**src/rtl/lcd1602_arb.sv**
```systemverilog
// lcd1602_arb -- two-requester arbiter in front of a shared LCD1602
// byte-write engine.
//
// Each requester raises iCallN with a register select and a data byte. The
// arbiter grants one requester, latches its byte, and drives the engine
// until iDone. It then pulses oDoneN to the granted requester and spends one
// RELEASE cycle before it samples requests again. When both requesters ask
// at once, the grant alternates between them (round-robin).
//
// Optional feature: define LCD1602_ARB_TIMEOUT_EN to enable a BUSY watchdog.
// After TIMEOUT_CYC cycles without iDone, the transfer is aborted with oErr.
// Without the macro, BUSY waits indefinitely and oErr is tied low.
//
// Ports
//   CLOCK         in   system clock, rising edge
//   RST_n         in   asynchronous active-low reset
//   iCall0/1      in   write request, held until oDoneN
//   iRS0/1        in   register select (0 instruction, 1 data)
//   iDATA0/1[7:0] in   byte to write
//   oDone0/1      out  one-cycle completion pulse per requester
//   oCall         out  request to the byte-write engine
//   oRS           out  latched register select
//   oDATA[7:0]    out  latched byte
//   iDone         in   engine completion pulse
//   oBusy         out  arbiter is not in IDLE
//   oErr          out  one-cycle watchdog-abort pulse
//
// state   | meaning
// IDLE    | waiting for a request; the grant is decided here
// BUSY    | oCall held, waiting for iDone (or the watchdog)
// RELEASE | oDoneN is high; requests are ignored for this one cycle
module lcd1602_arb #(
  parameter logic [19:0] TIMEOUT_CYC = 20'd1000000
) (
  input  logic       CLOCK,
  input  logic       RST_n,
  input  logic       iCall0,
  input  logic       iRS0,
  input  logic [7:0] iDATA0,
  output logic       oDone0,
  input  logic       iCall1,
  input  logic       iRS1,
  input  logic [7:0] iDATA1,
  output logic       oDone1,
  output logic       oCall,
  output logic       oRS,
  output logic [7:0] oDATA,
  input  logic       iDone,
  output logic       oBusy,
  output logic       oErr
);

  typedef enum logic [1:0] {IDLE, BUSY, RELEASE} state_t;

  state_t     state, state_nx;
  logic       grant, grant_nx;          // requester currently being served
  logic       last_grant, last_grant_nx;
  logic       call_nx, rs_nx, done0_nx, done1_nx, err_nx;
  logic [7:0] data_nx;
  logic       pick;
  logic       tmo_hit;

`ifdef LCD1602_ARB_TIMEOUT_EN
  logic [19:0] tmo_cnt, tmo_cnt_nx;
  assign tmo_hit = (tmo_cnt == TIMEOUT_CYC);
`else
  assign tmo_hit = 1'b0;
  wire unused_timeout = ^TIMEOUT_CYC;
`endif

  assign oBusy = (state != IDLE);

  always_ff @(posedge CLOCK or negedge RST_n) begin
    if (!RST_n) begin
      state      <= IDLE;
      grant      <= 1'b0;
      last_grant <= 1'b1;
      oCall      <= 1'b0;
      oRS        <= 1'b0;
      oDATA      <= 8'h00;
      oDone0     <= 1'b0;
      oDone1     <= 1'b0;
      oErr       <= 1'b0;
`ifdef LCD1602_ARB_TIMEOUT_EN
      tmo_cnt    <= 20'd0;
`endif
    end else begin
      state      <= state_nx;
      grant      <= grant_nx;
      last_grant <= last_grant_nx;
      oCall      <= call_nx;
      oRS        <= rs_nx;
      oDATA      <= data_nx;
      oDone0     <= done0_nx;
      oDone1     <= done1_nx;
      oErr       <= err_nx;
`ifdef LCD1602_ARB_TIMEOUT_EN
      tmo_cnt    <= tmo_cnt_nx;
`endif
    end
  end

  always_comb begin
    state_nx      = state;
    grant_nx      = grant;
    last_grant_nx = last_grant;
    call_nx       = oCall;
    rs_nx         = oRS;
    data_nx       = oDATA;
    done0_nx      = 1'b0;
    done1_nx      = 1'b0;
    err_nx        = 1'b0;
    pick          = 1'b0;
`ifdef LCD1602_ARB_TIMEOUT_EN
    tmo_cnt_nx    = tmo_cnt;
`endif
    case (state)
      IDLE: begin
        if (iCall0 || iCall1) begin
          // On a tie, grant the requester that was not served last time.
          // A lone requester wins regardless of history.
          pick          = (iCall0 && iCall1) ? ~last_grant : iCall1;
          grant_nx      = pick;
          last_grant_nx = pick;
          rs_nx         = pick ? iRS1 : iRS0;
          data_nx       = pick ? iDATA1 : iDATA0;
          call_nx       = 1'b1;
          state_nx      = BUSY;
`ifdef LCD1602_ARB_TIMEOUT_EN
          tmo_cnt_nx    = 20'd0;
`endif
        end
      end
      BUSY: begin
        if (iDone || tmo_hit) begin
          // A real completion takes priority over a watchdog abort
          // that lands in the same cycle.
          call_nx  = 1'b0;
          done0_nx = ~grant;
          done1_nx = grant;
          err_nx   = ~iDone & tmo_hit;
          state_nx = RELEASE;
        end else begin
`ifdef LCD1602_ARB_TIMEOUT_EN
          tmo_cnt_nx = tmo_cnt + 20'd1;
`endif
        end
      end
      RELEASE: state_nx = IDLE;
      default: state_nx = IDLE;
    endcase
  end

endmodule

```
**config.mk**
```make
export PLATFORM = sky130hd
export DESIGN_NAME = lcd1602_arb
export DESIGN_NICKNAME = d
export VERILOG_FILES = /design/src/rtl/lcd1602_arb.sv
export SDC_FILE = /design/constraint.sdc
export NUM_CORES = 1
export LEC_CHECK = 0
export CORE_MARGIN = 10
export CORE_UTILIZATION = 40
export DETAILED_ROUTE_END_ITERATION = 8
export PLACE_DENSITY = 0.85
export SYNTH_ARGS = -nofsm -noshare
export SYNTH_HDL_FRONTEND = slang
export SYNTH_SLANG_ARGS = --single-unit
export TNS_END_PERCENT = 20
```
**constraint.sdc**
```tcl
create_clock -name CLOCK -period 2.1 [get_ports CLOCK]
set_clock_uncertainty 0.2 [all_clocks]
set_input_delay 0.42 -clock CLOCK [delete_from_list [all_inputs] [get_ports CLOCK]]
set_output_delay 0.42 -clock CLOCK [all_outputs]
set_load 0.05 [all_outputs]
```
# After elaboration in Yosys (flattened, before gate mapping)
# Cells that the tools add are included.
dict set report classes {
  n_eq_ne 3
  mux 13
  bitwise_logic 2
  n_reduce_logical 8
}
# cell count
set op_table {}
lappend op_table {{$mux 1} 8}
lappend op_table {{$mux 8} 1}
lappend op_table {{$mux 2} 2}
lappend op_table {{$ne 2x2->1 const B} 2}
lappend op_table {{$pmux 2 s2} 1}
lappend op_table {{$reduce_and 2->1} 2}
lappend op_table {{$reduce_bool 2->1} 2}
lappend op_table {{$reduce_and 3->1} 1}
lappend op_table {{$eq 2x1->1 const B} 1}
lappend op_table {{$logic_not 2->1} 1}
lappend op_table {{$not 1->1} 2}
lappend op_table {{$pmux 1 s2} 1}
lappend op_table {{$logic_and 1x1->1} 1}
lappend op_table {{$logic_or 1x1->1} 1}
dict set report totals {
  reg_bits 16
  in_bits 23
  output_inout_bits 14
  elab_cells 34
}

# Longest topological paths before layout
# Gate-level depths: netlist of run 1.
dict set report logic_depth {
  depth_word 3
  ltp_mapped 4
  ltp_nobuf 3
}

# Least setup slack after synthesis of run 1
# OpenSTA, ideal clock, no wires.
dict set report synth_timing {
  path_kind {flip-flop to flip-flop}
  startpoint {register state[0]}
  endpoint {register oDATA[0]}
  setup_ps 128
  arrival_ps 1397
  required_ps 1772
  slack_ps 375
  stages_incl_launch_ff 5
  path_buffers 1
  period_less_slack_ps 1725
  path_cell_list {dfrtp_1 -> or2_0 -> buf_2 -> nor2_8 -> mux2_1}
}
dict set report synth_between {
  elab_chain_len 2
}
# element line
set synth_lines {}
lappend synth_lines {{start, declared} 55} ;# state_t state, state_nx;
lappend synth_lines {{start signal, assigned} 88} ;# state <= state_nx;
lappend synth_lines {{$logic_not 2->1} 117} ;# case (state)
lappend synth_lines {{$reduce_and 2->1 (no line)} n/a}
lappend synth_lines {{end signal, assigned} 93} ;# oDATA <= data_nx;
lappend synth_lines {{end, declared} 47} ;# output logic [7:0] oDATA,
# Every way passes these cells.
# A chain may end at the register's enable or synchronous reset.

# Worst setup path in the final report of run 1
dict set report layout_timing {
  startpoint {register oDone0}
  endpoint {output port oDone0}
}
# element line
set layout_rtl {}
lappend layout_rtl {{start, declared} 40} ;# output logic oDone0,
lappend layout_rtl {{start signal, assigned} 94} ;# oDone0 <= done0_nx;
# No word-level cell between the ends.

==> results.tsv, run 1 <==
stage	metric	value	unit
power	clockPowerShare	9.3	%
worst_setup_path	cp.buffers_inverters	1	
global_routing	use_met3	3.265	%
worst_setup_path	crit_slowest_cell	clkdlybuf4s50_1	
power	power.switching	0.0008250	W
floorplanning	start_util	41.54	%
worst_setup_path	cp.required	1.48	ns
job	drv_cap	0	
placement	io_buffers	35	
detailed_routing	drc	0	
timing	fmaxAchievable	488.5	MHz
worst_setup_path	worstSetupEndpointType	output port	
timing	setup_violations	0	
timing	drv_slew	0	
worst_setup_path	crit_fanout	1	
detailed_routing	drtIter0Drc	7	
clock_network	h-tree-depth	1	
detailed_routing	finalWirelength	1811	um
global_routing	grt_pass1_wl	3049	um
clock_network	tritoncts	yes	
power	p_sw_share	44.93	%
synth	syn-num-nets	76	
synth	synth_top_area_share	47.02	%
clock_network	cts_sinks	16	
floorplanning	ios	37	
timing	fin_crit_sh	97.48	%
timing	period_needed	2.047	ns
placement	dp_hpwl	1517	um
detailed_routing	ant_nets	0	
clock_network	cts_buffer_depth	2	
worst_setup_path	path_cells	clkdlybuf4s50_1	
synth	synthTopCellsByArea	dfrtp_1 (47%), mux2_4 (30%), dfstp_2 (3.3%)	
power	ir_drop	0.7494	mV
clock_network	cts_hold_buf	0	
worst_setup_path	r2r_start	last_grant	
floorplanning	die_x	64.67	um
worst_hold_path	hold_class	in -> async	
global_routing	overflow	0	
synth	synth_top_area_cell	dfrtp_1	
clock_network	root_buffer	clkbuf_4	
synth	netlist_instances	53	
synth	ys_warn_count	0	
layout	finalNetCount	118	
synth	seq_area_frac_synth	50.31	%
synth	synth_most_common_cell	mux2_4	
global_routing	grt_most_used_layer	met2	
worst_setup_path	arrival	1.43	ns
layout	area_growth	51.25	%
global_routing	grt_pass1_vias	648	
synth	ys_ff_latch	16	
worst_setup_path	path_delay_family	buffers and inverters	
floorplanning	die_y	64.67	um
power	combinationalPowerShare	61.5	%
detailed_routing	vias	554	
power	total_power	0.001836	W
synth	synth_ff_type	dfrtp_1	
layout	fin_util	62.83	%
worst_setup_path	critPathKind	reg -> out	
layout	diodes	0	
synth	ys_async_sr_fraction	100.0	%
placement	gp_congestion	0.6704	
global_routing	track_usage	9.085	%
power	power_density	1521	mW/mm^2
timing	tightest_slew	0.5028	ns
worst_setup_path	cpPeakStageDelay	0.80	ns
status	status	finished clean	
detailed_routing	post_drt_wl_per_cell	14.97	um
timing	hold_slack	0.2372	ns
global_routing	met1_usage	8.674	%
global_routing	grt_max_degree	17	
layout	drive_gt1_share	41.49	%
timing	rsz0062_at_grt	false	
timing	hold_viol_final	0	
detailed_routing	vias_per_cell	4.579	
worst_setup_path	worst_setup_path_start_kind	register	
worst_setup_path	critPathLaunch	oDone0	
clock_network	clk_latency	0.28	ns
clock_network	cts_buffers	3	
floorplanning	num_rows	16	
synth	netlist_area	798.3	sq um
global_routing	grt_util_met2	16.26	%
synth	synth_edf_count	0	
floorplanning	die_area	0.004182	sq mm
clock_network	cts_resized	0	
synth	avgSynthCellArea	15.06	sq um
clock_network	cts.clk_slew.worst_paths	0.09	ns
power	internal-power	0.001011	W
timing	max_slew_margin	66.37	%
power	p_seq_share	29.2	%
power	leakagePower	0.5685	nW
synth	synth_common_cells	mux2_4 (16), dfrtp_1 (15), nor2_1 (2), o21ai_0 (2), o31ai_1 (2)	
detailed_routing	dr.pass1.iters	2	
floorplanning	coreArea	0.001922	sq mm
synth	ys_types	21	
clock_network	post-cts-setup-buffers	0	
global_routing	grt_antenna_before_repair	0	
## worst paths after layout
check / end / slack (ns) / cells after the start
max: oDone0 / 0.05 / 1
min: oDATA[4] / 0.24 / 2
max reg2reg: oDATA[6] / 0.39 / 4
min reg2reg: oDone0 / 0.25 / 1
max in group asynchronous: last_grant / 1.21 / 2
min in group CLOCK: oDone0 / 0.25 / 1
## cell families (layout without fill, tap and decap cells)
family | after synthesis | count (layout) | share of synthesized area, %
flip-flops | 16 | 16 | 50.31
AND/OR/NAND/NOR | 7 | 7 | 6.742
other | 1 | 1 | 0.4698
AO/OA/AOI/OAI | 7 | 7 | 6.113
buffers and inverters | 4 | 45 | 3.447
multiplexers | 18 | 18 | 32.92
## state kept, by name, summed over array words and instances (netlist names)
| signal | cells |
|---|---|
| oCall | 1 |
| oDone1 | 1 |
| grant | 1 |
| oDATA | 8 |
| last_grant | 1 |
| state | 2 |
| oRS | 1 |
| oDone0 | 1 |
## placed cells by master, fill, tap and decap left out, types with 2 or more instances in the layout
cell type,synthesis,routed
clkdlybuf4s50_1,0,24
o31ai_1,2,2
buf_4,1,15
nor2_1,2,2
dfrtp_1,15,15
clkbuf_4,0,3
mux2_4,16,16
o21ai_0,2,2
## area by class of cell
class                           instances  area, sq um
Fill cell                             168        714.4
Sequential cell                        16        401.6
Timing Repair Buffer                   40        372.9
Multi-Input combinational cell         33        369.1
Tap cell                               27        33.78
Clock buffer                            4        26.28
Inverter                                1        3.754
## routing by layer
layer,wire (um),part of all wire (%)
met1,628,35
met2,1001,55
met3,141,7.8
met4,39,2.2
met5,0,0
## through the flow
step           instances  setup WS (ns)  cell area, sq um  TNS, ns
2_1_floorplan         53         0.3754             798.3        0
3_3_place_gp         117       -0.05820              1181  -0.4289
3_5_place_dp         117       -0.07743              1181  -0.5340
4_1_cts              121        0.03452              1207        0
5_1_grt              121       0.006161              1207        0
6_report             121        0.05292              1207        0
## power by group through the flow
stage	combinational [W]	sequential (W)	clock, W
5_1_grt	0.00119	0.000556	0.000188
4_1_cts	0.00115	0.000538	0.000175
6_report	0.00113	0.000536	0.000170
3_5_place_dp	0.00114	0.000541	0
2_1_floorplan	0.000422	0.000900	0
3_3_place_gp	0.00113	0.000536	0
Power figures use the tool's default switching activity.
==> run 2, diff against run 1 <==
==> constraint.sdc (replaced) <==
create_clock -name CLOCK -period 2.1 [get_ports CLOCK]
set_clock_uncertainty 0.2 [all_clocks]
set_input_delay 0.525 -clock CLOCK [delete_from_list [all_inputs] [get_ports CLOCK]]
set_output_delay 0.525 -clock CLOCK [all_outputs]
set_load 0.05 [all_outputs]
==> run 2 against run 1 <==
First-iteration DRC count shrank 29%. Critical endpoint is now oBusy. Hold slack gained 0.022 ns. Final area grew 1.5%. Critical path type unchanged. Core utilization grew 0.91 points. Final cell count is the same.
==> results.tsv, run 2 (synthesis results as in run 1) <==
stage	metric	value	unit
detailed_routing	dr.pass1.iters	3	
floorplanning	ios	37	
layout	diodes	0	
floorplanning	die_y	64.67	um
floorplanning	num_rows	16	
layout	largest_reg_flops	8	
global_routing	overflow	0	
status	status	finished clean	
worst_setup_path	critPathKind	reg -> out	
clock_network	cts_buffers	3	
power	power_density	1519	mW/mm^2
layout	largestRegisters	oDATA (8), state (2)	
worst_hold_path	holdCritStartpoint	grant	
timing	hold_slack	0.2594	ns
timing	fin_crit_sh	95.94	%
detailed_routing	ant_nets	0	
worst_setup_path	worst_r2r_path_depth	3	
clock_network	cts_hold_buf	0	
global_routing	grt_antenna_before_repair	0	
power	p_seq_share	28.8	%
placement	dp_cells	117	
power	leakagePower	0.5846	nW
worst_setup_path	r2r_start	state[0]	
worst_setup_path	crit_fanout	7	
timing	setup_slack	0.08529	ns
timing	rsz0062_at_grt	false	
global_routing	grt_max_degree	17	
placement	dp_hpwl	1523	um
worst_hold_path	min_path_cells	1	
global_routing	grt_pass1_vias	643	
clock_network	post-cts-setup-buffers	0	
layout	drive_gt1_share	44.68	%
timing	fmaxAchievable	496.4	MHz
detailed_routing	drc	0	
clock_network	cts_sinks	16	
layout	final_cell_mix	clkdlybuf4s50_1 (22), mux2_4 (16), buf_4 (16)	
clock_network	cts.clk_slew.worst_paths	0.09	ns
timing	drv_slew	0	
layout	area_growth	53.45	%
layout	finalNetCount	118	
worst_setup_path	worst_setup_path_start_kind	register	
detailed_routing	vias	546	
layout	fin_util	63.74	%
clock_network	root_buffer	clkbuf_4	
floorplanning	die_area	0.004182	sq mm
placement	gp_congestion	0.6753	
layout	top_register	oDATA	
detailed_routing	vias_per_cell	4.512	
global_routing	grt_pass1_wl	3160	um
timing	fin_tns_setup	0	ns
worst_hold_path	hold_class	reg -> reg	
power	internal-power	0.001035	W
detailed_routing	drtIter0Drc	5	
layout	fill_cells	158	
layout	final_common_cell	clkdlybuf4s50_1	
detailed_routing	finalWirelength	1872	um
clock_network	tritoncts	yes	
job	drv_cap	0	
clock_network	cts_buffer_depth	2	
timing	period_needed	2.015	ns
floorplanning	start_util	41.54	%
worst_setup_path	critPathLaunch	state[0]	
layout	stdcell_count	121	
clock_network	clk_latency	0.28	ns
power	clockPowerShare	10.6	%
power	power.switching	0.0008259	W
floorplanning	coreArea	0.001922	sq mm
power	ir_drop	0.9444	mV
floorplanning	die_x	64.67	um
placement	place_ws	-0.1918	ns
detailed_routing	post_drt_wl_per_cell	15.47	um
global_routing	track_usage	9.509	%
power	p_sw_share	44.38	%
timing	setup_violations	0	
clock_network	h-tree-depth	1	
power	combinationalPowerShare	60.6	%
timing	hold_viol_final	0	
worst_setup_path	worstSetupEndpointType	output port	
worst_setup_path	arrival	1.29	ns
placement	io_buffers	35	
worst_setup_path	cp.required	1.37	ns
[run 2: cell types whose count changed in the layout (fill, tap and decap cells not counted)]
cell / previous run / this run
clkdlybuf4s50_1: 24 / 22
buf_4: 15 / 16
buf_12: 1 / 2
clkbuf_8: 0 / 1
clkbuf_1: 1 / 0
or2_0: 1 / 0
or2_1: 0 / 1
[run 2: worst paths after layout]
kind	end	slack [ns]
max in group asynchronous	last_grant	1.11
setup reg to reg	oDATA[0]	0.36
min in group asynchronous	oDone1	0.35
hold reg to reg	oDone0	0.26
hold / removal	oDone0	0.26
setup / recovery	oBusy	0.09
[run 2: what timing repair did]
action | in CTS | in global routing
gates resized for setup | 1 | 0
endpoints found under the hold margin | 0 | 0
endpoints found under the setup margin | 1 | 0
[run 2: per-layer routing]
| layer | track usage, % | vias up | part of all wire, % | wire length, um |
|---|---|---|---|---|
| met5 | 0 | - | 0 | 0 |
| met4 | 6.417 | 0 | 1.5 | 29 |
| met3 | 2.234 | 2 | 4.9 | 92 |
| met2 | 16.63 | 15 | 56 | 1056 |
| met1 | 9.880 | 263 | 37 | 693 |
| li1 | - | 266 | - | - |
[run 2: power groups by stage]
stage / clock, W / sequential, W / combinational, W
finish: 0.000198 / 0.000535 / 0.00113
CTS: 0.000209 / 0.000538 / 0.00114
detailed placement: 0 / 0.000541 / 0.00114
floorplan: 0 / 0.000900 / 0.000422
global route: 0.000230 / 0.000555 / 0.00118
global placement: 0 / 0.000535 / 0.00112
[run 2: metrics by stage]
stage	total power, W	area (sq um)
6_report	0.001861	1225
5_1_grt	0.001965	1225
4_1_cts	0.001891	1225
3_5_place_dp	0.001680	1189
3_3_place_gp	0.001653	1189
2_1_floorplan	0.001321	798.3
[run 2: area by class of cell]
class	count	area, sq um	share of cell area (%)
tap	27	33.78	2.758
timing repair buffer	40	380.4	31.05
multi-input combinational	33	369.1	30.13
clock buffer	4	36.28	2.962
inverter	1	3.754	0.3064
sequential	16	401.6	32.79
[run 2: critical path, cell delays in order (launching register included)]
cell and delay, ns:
dfrtp_1 0.40, or2_1 0.39, buf_12 0.22
==> run 3, diff against run 2 <==
Settings changed: SLEW_MARGIN set to 20.
==> results of run 3 <==
The final DEF is identical to that of run 2; final timing and power are the same.
